[src/rtl/prg_mem_responder.sv]
// prg_mem_responder: program memory shared between the monitor prg_* port
// (strobed by a software-toggled prg_clock) and CPU instruction fetch.
// Optional feature macro: PRG_MEM_CLEAR_EN adds a post-reset clear sweep
// (CLEAR state) that zeroes every entry before monitor access is served.
module prg_mem_responder #(
    parameter int unsigned ADDR_W      = 8,
    parameter int unsigned DATA_W      = 8,
    parameter int unsigned SYNC_STAGES = 2
) (
    input  logic              clk_clk,
    input  logic              reset_reset,
    input  logic              prg_clock,
    input  logic [ADDR_W-1:0] prg_ma,
    input  logic [DATA_W-1:0] prg_wd,
    input  logic              prg_we,
    output logic [DATA_W-1:0] prg_rd,
    input  logic              cpu_hold,
    input  logic [ADDR_W-1:0] cpu_addr,
    output logic [DATA_W-1:0] cpu_data,
    output logic              busy,
    output logic [7:0]        prg_wr_count,
    output logic              prg_err
);

    localparam int unsigned DEPTH = 1 << ADDR_W;
    localparam int unsigned CNT_W = 8;

    logic [DATA_W-1:0]      mem_q [DEPTH];
    logic [SYNC_STAGES-1:0] sync_q;
    logic                   prev_q;
    logic                   sync_out;
    logic                   strobe_edge;
    logic                   clearing;
    logic                   mon_wr;
    logic                   mon_rd;
    logic                   mon_rej;
    logic [DATA_W-1:0]      prg_rd_q;
    logic [DATA_W-1:0]      cpu_data_q;
    logic [CNT_W-1:0]       wr_count_q;
    logic                   err_q;

`ifdef PRG_MEM_CLEAR_EN
    localparam logic [0:0] ST_CLEAR = 1'b0;
    localparam logic [0:0] ST_IDLE  = 1'b1;

    logic [0:0]        state_q, state_d;
    logic [ADDR_W-1:0] clr_ptr_q, clr_ptr_d;
    logic              busy_q;

    // Next-state logic: walk the clear pointer once, then settle in IDLE
    always_comb begin
        state_d   = state_q;
        clr_ptr_d = clr_ptr_q;
        if (state_q == ST_CLEAR) begin
            clr_ptr_d = clr_ptr_q + ADDR_W'(1);
            if (clr_ptr_q == {ADDR_W{1'b1}}) begin
                state_d = ST_IDLE;
            end
        end
    end

    // FSM state, clear pointer and busy flag; reset restarts the sweep at 0
    always_ff @(posedge clk_clk) begin
        if (reset_reset) begin
            state_q   <= ST_CLEAR;
            clr_ptr_q <= '0;
            busy_q    <= 1'b1;
        end else begin
            state_q   <= state_d;
            clr_ptr_q <= clr_ptr_d;
            busy_q    <= (state_d == ST_CLEAR);
        end
    end

    assign clearing = (state_q == ST_CLEAR);
    assign busy     = busy_q;
`else
    assign clearing = 1'b0;
    assign busy     = 1'b0;
`endif

    // prg_clock synchronizer plus previous-value flop; all preset to 1 so a
    // line held high through reset never looks like a rising edge
    always_ff @(posedge clk_clk) begin
        if (reset_reset) begin
            sync_q <= '1;
            prev_q <= 1'b1;
        end else begin
            sync_q <= {sync_q[SYNC_STAGES-2:0], prg_clock};
            prev_q <= sync_out;
        end
    end

    assign sync_out    = sync_q[SYNC_STAGES-1];
    assign strobe_edge = sync_out & ~prev_q;
    assign mon_wr  = strobe_edge & ~clearing & prg_we & cpu_hold & ~reset_reset;
    assign mon_rd  = strobe_edge & ~clearing & ~mon_wr;
    assign mon_rej = strobe_edge & prg_we & (clearing | ~cpu_hold);

    // Memory array: clear sweep writes zero, otherwise accepted monitor writes
    always_ff @(posedge clk_clk) begin
`ifdef PRG_MEM_CLEAR_EN
        if (clearing) begin
            mem_q[clr_ptr_q] <= '0;
        end else if (mon_wr) begin
            mem_q[prg_ma] <= prg_wd;
        end
`else
        if (mon_wr) begin
            mem_q[prg_ma] <= prg_wd;
        end
`endif
    end

    // Monitor read data, write counter and sticky reject flag
    always_ff @(posedge clk_clk) begin
        if (reset_reset) begin
            prg_rd_q   <= '0;
            wr_count_q <= '0;
            err_q      <= 1'b0;
        end else begin
            if (mon_wr) begin
                prg_rd_q   <= prg_wd;
                wr_count_q <= wr_count_q + CNT_W'(1);
            end else if (mon_rd) begin
                prg_rd_q <= mem_q[prg_ma];
            end
            if (mon_rej) begin
                err_q <= 1'b1;
            end
        end
    end

    // CPU fetch port: read-first registered read, forced to zero while clearing
    always_ff @(posedge clk_clk) begin
        if (reset_reset) begin
            cpu_data_q <= '0;
        end else if (clearing) begin
            cpu_data_q <= '0;
        end else begin
            cpu_data_q <= mem_q[cpu_addr];
        end
    end

    assign prg_rd       = prg_rd_q;
    assign cpu_data     = cpu_data_q;
    assign prg_wr_count = wr_count_q;
    assign prg_err      = err_q;

endmodule

[config.mk]
export PLATFORM = sky130hd
export DESIGN_NAME = prg_mem_responder
export DESIGN_NICKNAME = d
export VERILOG_FILES = /design/src/rtl/prg_mem_responder.sv
export SDC_FILE = /design/constraint.sdc
export NUM_CORES = 2
export LEC_CHECK = 0
export CORE_MARGIN = 2
export CORE_UTILIZATION = 35
export DETAILED_ROUTE_END_ITERATION = 7
export DONT_BUFFER_PORTS = 1
export PLACE_DENSITY_LB_ADDON = 0.1
export SLEW_MARGIN = 0
export SYNTH_ARGS = -nofsm -noshare
export SYNTH_HDL_FRONTEND = slang
export SYNTH_SLANG_ARGS = --single-unit
[constraint.sdc]
create_clock -name clk_clk -period 7.2 [get_ports clk_clk]
set_clock_uncertainty 0.05 [all_clocks]
set_input_delay 1.08 -clock clk_clk [delete_from_list [all_inputs] [get_ports clk_clk]]
set_output_delay 1.08 -clock clk_clk [all_outputs]
set_load 0.05 [all_outputs]
==> results.rst <==
.. list-table::
   :header-rows: 1

   * - Metric
     - Value
   * - Result of the run
     - finished with violations
   * - Violated checks
     - capacitance limit, slew limit, setup timing
   * - DR vias
     - 49,867
   * - Number of standard-cell rows in the floorplan
     - 191
   * - Die Span Y
     - 525 microns
   * - Root buffer cell
     - clkbuf_16
   * - Wire per inst
     - 40.2 microns
   * - # nets final
     - 4,407
   * - Slew HR
     - -298%
   * - Routability Congestion
     - 0.821
   * - Global-route total usage across every layer
     - around a quarter
   * - Fraction of layout cells with a size suffix above 1
     - 35.7%
   * - Synth Flop Type
     - edfxtp_1
   * - CTS clk-pin slew, worst paths
     - 60 ps
   * - Mapped Nets
     - 4,490
   * - Most frequent cells in the layout
     - edfxtp_1, mux4_2, nor2_1, a22oi_1, clkbuf_16
   * - I/O pin count
     - 55
   * - Synthesis-stage register bit count
     - 2,076
   * - Worst hold path stage count
     - 1
   * - Effective utilization at floorplan
     - 35.2%
   * - Worst min-delay path class
     - in -> reg
   * - Drt pass-1 iters
     - 5
   * - Worst Path Arrival
     - 8630 ps
   * - Leakage power of the design
     - 31.4 nW
   * - Average vias per placed instance
     - 6.12
   * - Die boundary width
     - 525 microns
   * - CTS tree
     - yes
   * - Worst EP required
     - 7650 ps
   * - Antenna violations before repair
     - 19
   * - Unique masters post-synth
     - 44
   * - Antenna Nets Post-Route
     - 0
   * - Worst vdd ir
     - roughly 0.20 mV
   * - Final worst path period share
     - 114%
   * - Resize count post-CTS
     - 0
   * - Setup Crit Path Kind
     - in -> reg
   * - Worst Setup End Kind
     - flip-flop
   * - Highest-delay cell along the critical path
     - nor4_1
   * - Maximum net fanout on the critical path
     - 516
   * - Hold worst-path end
     - prg_wr_count[1]
   * - Sink count of the clock tree
     - 2,076
   * - Count of port buffers added during placement
     - 0
   * - Clock buffer count from CTS
     - 230
   * - Pin count of the biggest net entering global routing
     - 517
   * - Peak per-stage delay on the critical path
     - 2860 ps
   * - Die area
     - 276,000 sq um
   * - Total wire length after detailed routing
     - about 330 mm
   * - Total congestion overflow after global routing
     - 0
   * - Pins Over Slew Limit
     - 390
   * - Maximum number of buffers from clock root to sink
     - 4
   * - Sequential cell area fraction in the yosys report
     - about 65%
   * - Total power
     - between 20 and 30 mW
   * - Core area
     - 271,000 sq um
   * - Setup repair after global routing missed its margin
     - no
   * - Post-route core utilization
     - 39.3%
   * - Crit path setup slack, layout
     - -975 ps
   * - Clk Latency, worst-skew pair
     - 900 ps
   * - Global-route wire length before repair
     - 446 mm
   * - Cell area after synthesis
     - 95,100 sq um
   * - Cell breakdown of the critical path
     - nor4_1, nand2_2, buf_4, nor2_1
   * - Number of maximum-capacitance violations
     - 1
   * - EDFF count, synth
     - slightly above 2,000
   * - Instance count of the mapped netlist
     - 4,460
   * - # hold bufs at CTS
     - 0
   * - Tmin final
     - roughly 8200 ps
   * - Post-synthesis to final-layout area growth
     - 11.7%
   * - Kind of start point of the critical path
     - input pin
   * - Power density over the cells
     - 252 nW/um^2
   * - Worst r2r dst
     - mem_q[97][7]
   * - Most common cell after layout, fill and taps aside
     - edfxtp_1
   * - Maximum operating frequency
     - 122 MHz
   * - Startpoint of the tightest hold check path
     - reset_reset
   * - Final-report setup violation count
     - 513
   * - Async SR Flop Fraction
     - 0%
   * - Yosys warning total
     - 0
   * - Total setup buffers inserted after CTS
     - 0
   * - Worst reg2reg path depth
     - 7
   * - Count of H-tree levels built during CTS
     - 4
   * - Initial DRC count
     - 5,601
   * - Final HPWL from detailed placement
     - 190 mm
   * - Synth Area per Inst
     - between 20 and 25 sq um
   * - Actual transition at the worst max-transition pin
     - 5980 ps
   * - Origin of the critical flop-to-flop path
     - prev_q
   * - DRC violation count after routing
     - 0
   * - Final Hold Vio Count
     - 0
   * - Via count of the first global-routing pass
     - 51,242
   * - Setup slack of the worst register-to-register path
     - 2580 ps
-- cell usage after synthesis (6+ instances only) --
library cell	n	area, sq um
o21ai_0	10	50.1
nor2b_1	6	37.5
mux2i_1	9	90.1
buf_2	96	480
clkbuf_1	219	822
a21oi_1	116	581
o41ai_1	28	245
nor3b_1	9	67.6
nand3_1	7	35.0
and4_1	8	70.1
buf_1	59	221
dfxtp_1	28	561
edfxtp_1	2048	61500
xor2_1	6	52.6
a22oi_1	240	1800
a41oi_1	7	61.3
nor2_1	274	1030
mux4_2	1195	26900
nand2_1	54	203
-- cell type report --
| type | count | area [sq um] |
|---|---|---|
| Clock buffer | 270 | 6020 |
| Antenna cell | 11 | 27.5 |
| Tap cell | 3570 | 4470 |
| Clock inverter | 150 | 1380 |
| Timing Repair Buffer | 60 | 696 |
| Sequential cell | 2076 | 62100 |
| Inverter | 5 | 18.8 |
| Multi-Input combinational cell | 2004 | 31600 |
| Fill cell | 24067 | 164000 |
-- metal layers --
metal	part of all wire [%]	routed length (microns)	global-route usage [%]
met5	0.0040	13	0
met4	3.2	10300	6.78
met3	6.6	21600	4.30
met2	50	163000	39.0
met1	41	133000	31.5
-- worst max path at each step --
stage | slack, ps | endpoint | start
finish | -970 | mem_q[236][5] | prg_ma[1]
CTS | 2800 | mem_q[97][7] | prev_q
floorplan | 3450 | mem_q[130][0] | prg_ma[1]
global route | 720 | prg_rd[5] | prg_ma[0]
detailed placement | 2150 | mem_q[177][3] | cpu_hold
global placement | 2120 | mem_q[129][1] | cpu_hold
-- cells by family after synthesis --
group	share of synthesized area [%]
flops	65.3
mux	28.4
compound gates	2.96
buf+inv	1.63
simple gates	1.65
xor+xnor	0.0553
fa+ha+maj	0.0132
other cells	0.00394
-- worst max-delay path, delay by kind of cell --
kind          cells  cell delay [ps]
simple gates      3             4280
buf+inv           1              480
-- flip-flops by register name, indices dropped and copies added, names as in the netlist --
signal,cells
cpu_data,8
mem_q,2048
prev_q,1
prg_err,1
prg_rd,8
prg_wr_count,8
sync_q,2
-- where the power goes --
group / switching (mW) / total, mW / internal (mW)
combinational: 0.851 / 1.68 / 0.830
sequential: 0.0304 / 13.3 / 13.3
clock: 4.99 / 11.8 / 6.80
total: 5.87 / 26.8 / 20.9
-- metrics by stage --
stage	area, sq um	hold slack, ps	std cells	setup WS, ps	TNS, ps
floorplan	95100	339	4460	3450	0
global placement	98500	345	7704	2120	0
detailed placement	98600	345	7705	2150	0
CTS	106000	117	8125	2800	0
global route	106000	135	8140	720	0
finish	106000	198	8146	-975	-391880
Power figures use the tool's default switching activity.
